$ cat src/rtl/mem_wb_stage_reg.sv
// mem_wb_stage_reg
// MEM/WB pipeline register with memory-wait handshake.
// Captures the MEM stage results for the WB stage. While a cache/SRAM
// access is outstanding it raises freeze to hold the upstream pipeline
// registers and injects bubbles into WB. An access that stays frozen for
// TIMEOUT cycles is abandoned on the following not-ready cycle, and the
// sticky mem_timeout flag is set. Two saturating performance counters
// track frozen cycles and completed accesses.
//
// Ports:
//   clk            rising-edge clock
//   rst            asynchronous, active-low reset
//   wb_en_in       write-back enable from MEM
//   mem_r_en_in    load in MEM
//   mem_w_en_in    store in MEM
//   alu_result_in  ALU result / address from MEM
//   mem_data_in    memory read data from cache
//   dest_in        destination register
//   mem_ready      combined cache/SRAM ready
//   wb_en          registered write-back enable
//   mem_r_en       registered load flag (WB mux select)
//   alu_result     registered ALU result
//   mem_data       registered memory read data
//   dest           registered destination
//   freeze         combinational hold for upstream registers
//   mem_timeout    sticky: at least one access was abandoned
//   stall_cycles   saturating count of cycles with freeze=1
//   mem_accesses   saturating count of completed accesses

module mem_wb_stage_reg #(
    parameter int TIMEOUT = 64,
    parameter int CNT_W   = 16
) (
    input  logic             clk,
    input  logic             rst,
    input  logic             wb_en_in,
    input  logic             mem_r_en_in,
    input  logic             mem_w_en_in,
    input  logic [31:0]      alu_result_in,
    input  logic [31:0]      mem_data_in,
    input  logic [3:0]       dest_in,
    input  logic             mem_ready,
    output logic             wb_en,
    output logic             mem_r_en,
    output logic [31:0]      alu_result,
    output logic [31:0]      mem_data,
    output logic [3:0]       dest,
    output logic             freeze,
    output logic             mem_timeout,
    output logic [CNT_W-1:0] stall_cycles,
    output logic [CNT_W-1:0] mem_accesses
);

    localparam int WCW = $clog2(TIMEOUT + 1);
    localparam logic [WCW-1:0] TMO_VAL = WCW'(TIMEOUT);

    typedef enum logic {
        IDLE,
        WAIT
    } state_t;

    state_t         state;
    logic [WCW-1:0] wait_cnt;
    logic           access;
    logic           tmo_hit;
    logic           acc_done;
    logic           wait_exit;

    assign access    = mem_r_en_in | mem_w_en_in;
    assign tmo_hit   = (state == WAIT) && (wait_cnt == TMO_VAL) && !mem_ready;
    assign acc_done  = access & mem_ready;
    // WAIT is left on completion, on abandon, or if the access vanishes
    // (protocol violation, but the FSM must never lock up).
    assign wait_exit = (state == WAIT) && (!access || mem_ready || tmo_hit);

    // Gated by rst so freeze drops the moment reset is asserted.
    assign freeze = rst & access & ~mem_ready & ~tmo_hit;

    // Wait-handshake FSM and the per-access frozen-cycle counter.
    always_ff @(posedge clk or negedge rst) begin
        if (!rst) begin
            state    <= IDLE;
            wait_cnt <= '0;
        end else begin
            unique case (state)
                IDLE: begin
                    if (access && !mem_ready) begin
                        state <= WAIT;
                    end
                end
                WAIT: begin
                    if (wait_exit) begin
                        state <= IDLE;
                    end
                end
                default: state <= IDLE;
            endcase

            if (wait_exit) begin
                wait_cnt <= '0;
            end else if (freeze && (wait_cnt != TMO_VAL)) begin
                wait_cnt <= wait_cnt + 1'b1;
            end
        end
    end

    // Pipeline register: bubble while frozen or on abandon, else capture.
    always_ff @(posedge clk or negedge rst) begin
        if (!rst) begin
            wb_en       <= 1'b0;
            mem_r_en    <= 1'b0;
            alu_result  <= '0;
            mem_data    <= '0;
            dest        <= '0;
            mem_timeout <= 1'b0;
        end else if (freeze) begin
            wb_en    <= 1'b0;
            mem_r_en <= 1'b0;
        end else if (tmo_hit) begin
            wb_en       <= 1'b0;
            mem_r_en    <= 1'b0;
            mem_timeout <= 1'b1;
        end else begin
            wb_en      <= wb_en_in;
            mem_r_en   <= mem_r_en_in;
            alu_result <= alu_result_in;
            mem_data   <= mem_data_in;
            dest       <= dest_in;
        end
    end

    // Saturating performance counters.
    always_ff @(posedge clk or negedge rst) begin
        if (!rst) begin
            stall_cycles <= '0;
            mem_accesses <= '0;
        end else begin
            if (freeze && (stall_cycles != '1)) begin
                stall_cycles <= stall_cycles + 1'b1;
            end
            if (acc_done && (mem_accesses != '1)) begin
                mem_accesses <= mem_accesses + 1'b1;
            end
        end
    end

endmodule

$ cat config.mk
export PLATFORM = sky130hd
export DESIGN_NAME = mem_wb_stage_reg
export DESIGN_NICKNAME = d
export VERILOG_FILES = /design/src/rtl/mem_wb_stage_reg.sv
export SDC_FILE = /design/constraint.sdc
export NUM_CORES = 1
export LEC_CHECK = 0
export BUFFER_PORTS_ARGS = -buffer_cell sky130_fd_sc_hd__buf_4
export CORE_AREA = 2 2 111 113
export DETAILED_ROUTE_END_ITERATION = 12
export DIE_AREA = 0 0 113 115
export PLACE_DENSITY = 0.66
export SETUP_SLACK_MARGIN = 0.2
export SLEW_MARGIN = 25
export SYNTH_ARGS = -nofsm -noshare
export SYNTH_HDL_FRONTEND = slang
export SYNTH_SLANG_ARGS = --single-unit
$ cat constraint.sdc
create_clock -name clk -period 3.5 [get_ports clk]
set_input_delay 0.175 -clock clk [delete_from_list [all_inputs] [get_ports clk]]
set_output_delay 0.175 -clock clk [all_outputs]
set_load 0.03 [all_outputs]
* Yosys cells after proc, flatten, opt, wreduce, memory -nomap -nowiden
Index checks and enable logic that the tools add are counted.
** Cells by class
- Shift operators :: 0
- $lt $le $gt $ge :: 0
- Reductions and logical operators :: 14
- $mul :: 0
- $add $sub $neg :: 3
- Mux-type cells :: 9
- Bitwise operators :: 9
- Equal/unequal tests :: 4
- Divide/modulo/power cells :: 0
** Operator list (count)
- $add A16 B1 Y16 const B :: 2
- $ne A16 B16 Y1 const B :: 2
- $mux W7 :: 2
- $add A7 B1 Y7 const B :: 1
- $eq A7 B7 Y1 const B :: 1
- $logic_and A1 B1 Y1 :: 7
- $ne A7 B7 Y1 const B :: 1
- $mux W1 :: 6
- $and A1 B1 Y1 :: 4
- $not A1 Y1 :: 4
- $reduce_and A2 Y1 :: 2
- $logic_not A1 Y1 :: 2
- $logic_or A1 B1 Y1 :: 2
- $pmux W1 S2 :: 1
- $reduce_bool A2 Y1 :: 1
- $or A1 B1 Y1 :: 1
** Storage, ports and cells
- Memories kept :: 0
- Memory bits (read-only) :: 0
- Word-level logic and storage cells :: 49
- Latch bits :: 0
- Output and inout port bits :: 104
- Register bits after elaboration :: 111
- Bits in writable memories :: 0
- Input port bits :: 74

* Logic depth before layout (Yosys ltp)
- Depth after elaboration :: 8
- Depth in mapped cells :: 9

* Worst setup path before layout
Ideal clock, no wire load.
- Path type :: register to register
- Start point :: register wait_cnt[0]
- End point :: register alu_result[28]
- Data arrival time :: 1.951 ns
- Path buffers :: 2
- Period minus slack after synthesis :: 2.079 ns
- Stages on the path, launching flop included :: 10
- Setup slack :: 1.421 ns
- Cell sequence :: dfrtp_1 -> inv_1 -> ha_1 -> nor4b_1 -> nand3b_1 -> nand2b_1 -> nand2_1 -> buf_6 -> buf_6 -> mux2_1
** Between the ends
- Cells in the longest elaborated chain, start to end :: 7
** Ends and longest elaborated chain
- from (decl) :: RTL line 63 : logic [WCW-1:0] wait_cnt;
- from (signal assigned) :: RTL line 102 : wait_cnt <= wait_cnt + 1'b1;
- $eq A7 B7 Y1 * :: RTL line 70 : assign tmo_hit = (state == WAIT) && (wait_cnt == TMO_VAL) && !mem_ready;
- $logic_and A1 B1 Y1 * (2 in a row) :: RTL line 70
- $not A1 Y1 (no line) *
- $and A1 B1 Y1 :: RTL line 77 : assign freeze = rst & access & ~mem_ready & ~tmo_hit;
- $not A1 Y1 (no line)
- $reduce_and A2 Y1 (no line) *
- to (signal assigned) :: RTL line 126 : alu_result <= alu_result_in;
- to (decl) :: RTL line 45 : output logic [31:0] alu_result,
Mark *: on every way between the ends. The rest lies on a longest branch, timed or not.
A chain may end at the register's enable or synchronous reset.

* Worst setup path in the final report
- Start point :: register wait_cnt[0]
- End point :: register alu_result[31]
The elaborated chain is that of the path after synthesis.

==> results.toml <==
[min_path]
hold_class = "in -> async"

[setup_path]
crit_path_start_kind = "flip-flop"
cp.required_ns = 3.73
cp_max_fo = 68
criticalPathCategory = "reg -> reg"
arrival_ns = 2.65
crit_path_end_kind = "flip-flop"

[cts]
cts_sinks = 111
cts_hold_buf = 0
cts_tree = "built"
clkSlewWorstSetupHoldPaths_ns = 0.07
h-tree-depth = 3
post_cts_resized = 0
post_cts_buffers = 0
cts_buffer_depth = 2
clock_latency_ns = 0.35
cts-root-buf = "clkbuf_16"
numCtsBuffers = 9

[cells_and_area]
stdcell_count = 662
layout-drive-gt1-share_pct = 48.0
num-fill-cells = 989
diodes = 0
syn2layout_area_growth_pct = 38.8
fin_area_mm2 = 0.00636
final_nets = 588

[synth]
ys_types = 39
ys_seq_area_share_pct = 60.6
syn_avg_cell_area_um2 = 13.9
synth_ff_type = "dfrtp_1"
synthArstFlopShare_pct = 100
syn_area_mm2 = 0.00458
synth-edff-count = 0
ys_ff_latch = 111
synth_nets = 407
synth_cells = 329
yosys_warnings = 0

[sta]
hold_viol_final = 2
setup_tns_ns = 0
slew_violations = 0
period_minus_slack_ns = 2.42
worst_hold_slack_ns = -0.00493
fmax_ghz = 0.414
skew_ns = 0.00733
rsz0062_at_grt = "no"
slew_headroom_pct = 49.9
report.final.setup_viol = 0
finalCritPeriodShare_pct = 69.0
worst_slew_pin_slew_ns = 0.752

[pwr]
power_frac_clock_pct = 30.3
p_comb_share_pct = 24.2
intPower_mw = 2.38
powerDensity_mw_per_mm2 = 541
swShare_pct = 30.9
seqPwrFrac_pct = 45.5
leakage_nw = 3.02
power.switching_mw = 1.06
ir_drop_mv = 0.407
total_power_mw = 3.44

[route]
drc = 19
dr_total_vias = 3201
dr.pass1.iters = 8
via_per_inst = 4.84
drt_iter0_drc = 228
drt_wl_total_mm = 10.1
wl_per_cell_um = 15.3
ant_nets = 0

[floorplan]
rows = 40
core_mm2 = 0.0118
io_pins = 178
initial_utilization_pct = 38.8
die_h_um = 115
dieArea_mm2 = 0.0130
fp.dieW_um = 113

[placed_design]
portBuffers = 177
gp_congestion = 0.744
hpwl_mm = 7.44
placed_area_mm2 = 0.00606
place_inst = 646

[global_route]
grt_pass1_vias = 3188
grt_util_all_layers_pct = 15.8
grt_max_degree = 69
overflow = 0
antenna_found_initial = 1
grt_pass1_wl_mm = 16.2

[outcome]
status = "finished, violations left"
violations = "DRC, hold timing"

[flow_run]
drv_cap = 0
==> critical path, cell delays in order (launching register included) <==
cell and delay, ns:
dfrtp_1 0.41, inv_1 0.10, ha_1 0.14, nor4b_1 0.36, nand3b_1 0.20, nand2b_1 0.23, nand2_2 0.11, buf_12 0.30
mux2_2 0.38
==> sequential cells by signal (all words and copies together) (netlist names) <==
| signal | count |
|---|---|
| wait_cnt | 7 |
| stall_cycles | 16 |
| alu_result | 32 |
| mem_accesses | 16 |
| mem_data | 32 |
| mem_r_en | 1 |
| dest | 4 |
| state | 1 |
| mem_timeout | 1 |
| wb_en | 1 |
==> cells by family after synthesis <==
group | Yosys count | share of synthesized area, %
compound gates | 10 | 1.53
fa+ha+maj | 4 | 1.09
mux | 72 | 17.7
xor+xnor | 33 | 6.31
simple gates | 84 | 10.7
flops | 111 | 60.6
buf+inv | 15 | 2.02
==> routing by layer <==
metal	wire, µm	track usage, %	share of wire, %
met1	4170	20.1	41
met5	13	0	0.13
met4	190	6.83	1.9
met2	4950	26.1	49
met3	820	3.53	8.1
==> worst paths after layout <==
check	startpoint	to	slack, ns	cells past startpoint
max	wait_cnt[0]	alu_result[31]	1.08	8
min	rst	mem_accesses[1]	-0.005	2
max reg2reg	wait_cnt[0]	alu_result[31]	1.08	8
min reg2reg	mem_accesses[7]	mem_accesses[7]	0.49	1
max in group asynchronous	rst	mem_data[16]	2.34	3
min in group clk	mem_data_in[12]	mem_data[12]	0.04	2
==> placed cells by master, fill, tap and decap left out, drive strengths merged, types with 4 or more instances in the layout <==
master / n
buf: 180
dfrtp: 111
mux2: 71
xor2: 17
xnor2: 16
nand2: 15
nor2: 14
clkbuf: 14
nand4: 13
nand3: 9
and3: 6
inv: 5
nor3: 5
a21oi: 4
ha: 4
nor4: 4
==> cells in the mapped netlist (4+ instances only) <==
cell     number  area [µm²]
mux2_1       29         327
nand4_1      13        81.3
xnor2_1      16         140
dfrtp_1     111        2780
mux2_2       42         473
ha_1          4        50.1
nand2_1      14        52.6
nor2_1       14        52.6
buf_2         5        25.0
a21oi_1       4        20.0
buf_6         4        45.0
and3_1        6        37.5
xor2_1       17         149
inv_1         5        18.8
nand3_1       9        45.0
==> metrics by stage <==
stage	util (%)	setup slack, ns
4_1_cts	53.8	1.06
2_1_floorplan	-	1.42
5_1_grt	53.8	0.925
3_3_place_gp	51.3	1.23
3_5_place_dp	51.3	1.07
6_report	53.8	1.08
==> power groups by stage <==
| stage | clock [mW] | sequential, mW | combinational [mW] |
|---|---|---|---|
| 5_1_grt | 1.12 | 1.59 | 0.890 |
| 4_1_cts | 1.08 | 1.57 | 0.845 |
| 2_1_floorplan | 0 | 1.83 | 0.223 |
| 6_report | 1.04 | 1.57 | 0.833 |
| 3_3_place_gp | 0 | 1.59 | 0.830 |
| 3_5_place_dp | 0 | 1.59 | 0.842 |
==> cell type report <==
type                       count  area, µm²  area share [%]
sequential                   111       2780            43.7
multi-input combinational    203       1710            26.9
timing repair buffer         180       1360            21.4
clock buffer                  14        264            4.15
tap                          147        184            2.89
clock inverter                 2       38.8           0.610
inverter                       5       18.8           0.295
Power figures use the tool's default switching activity.
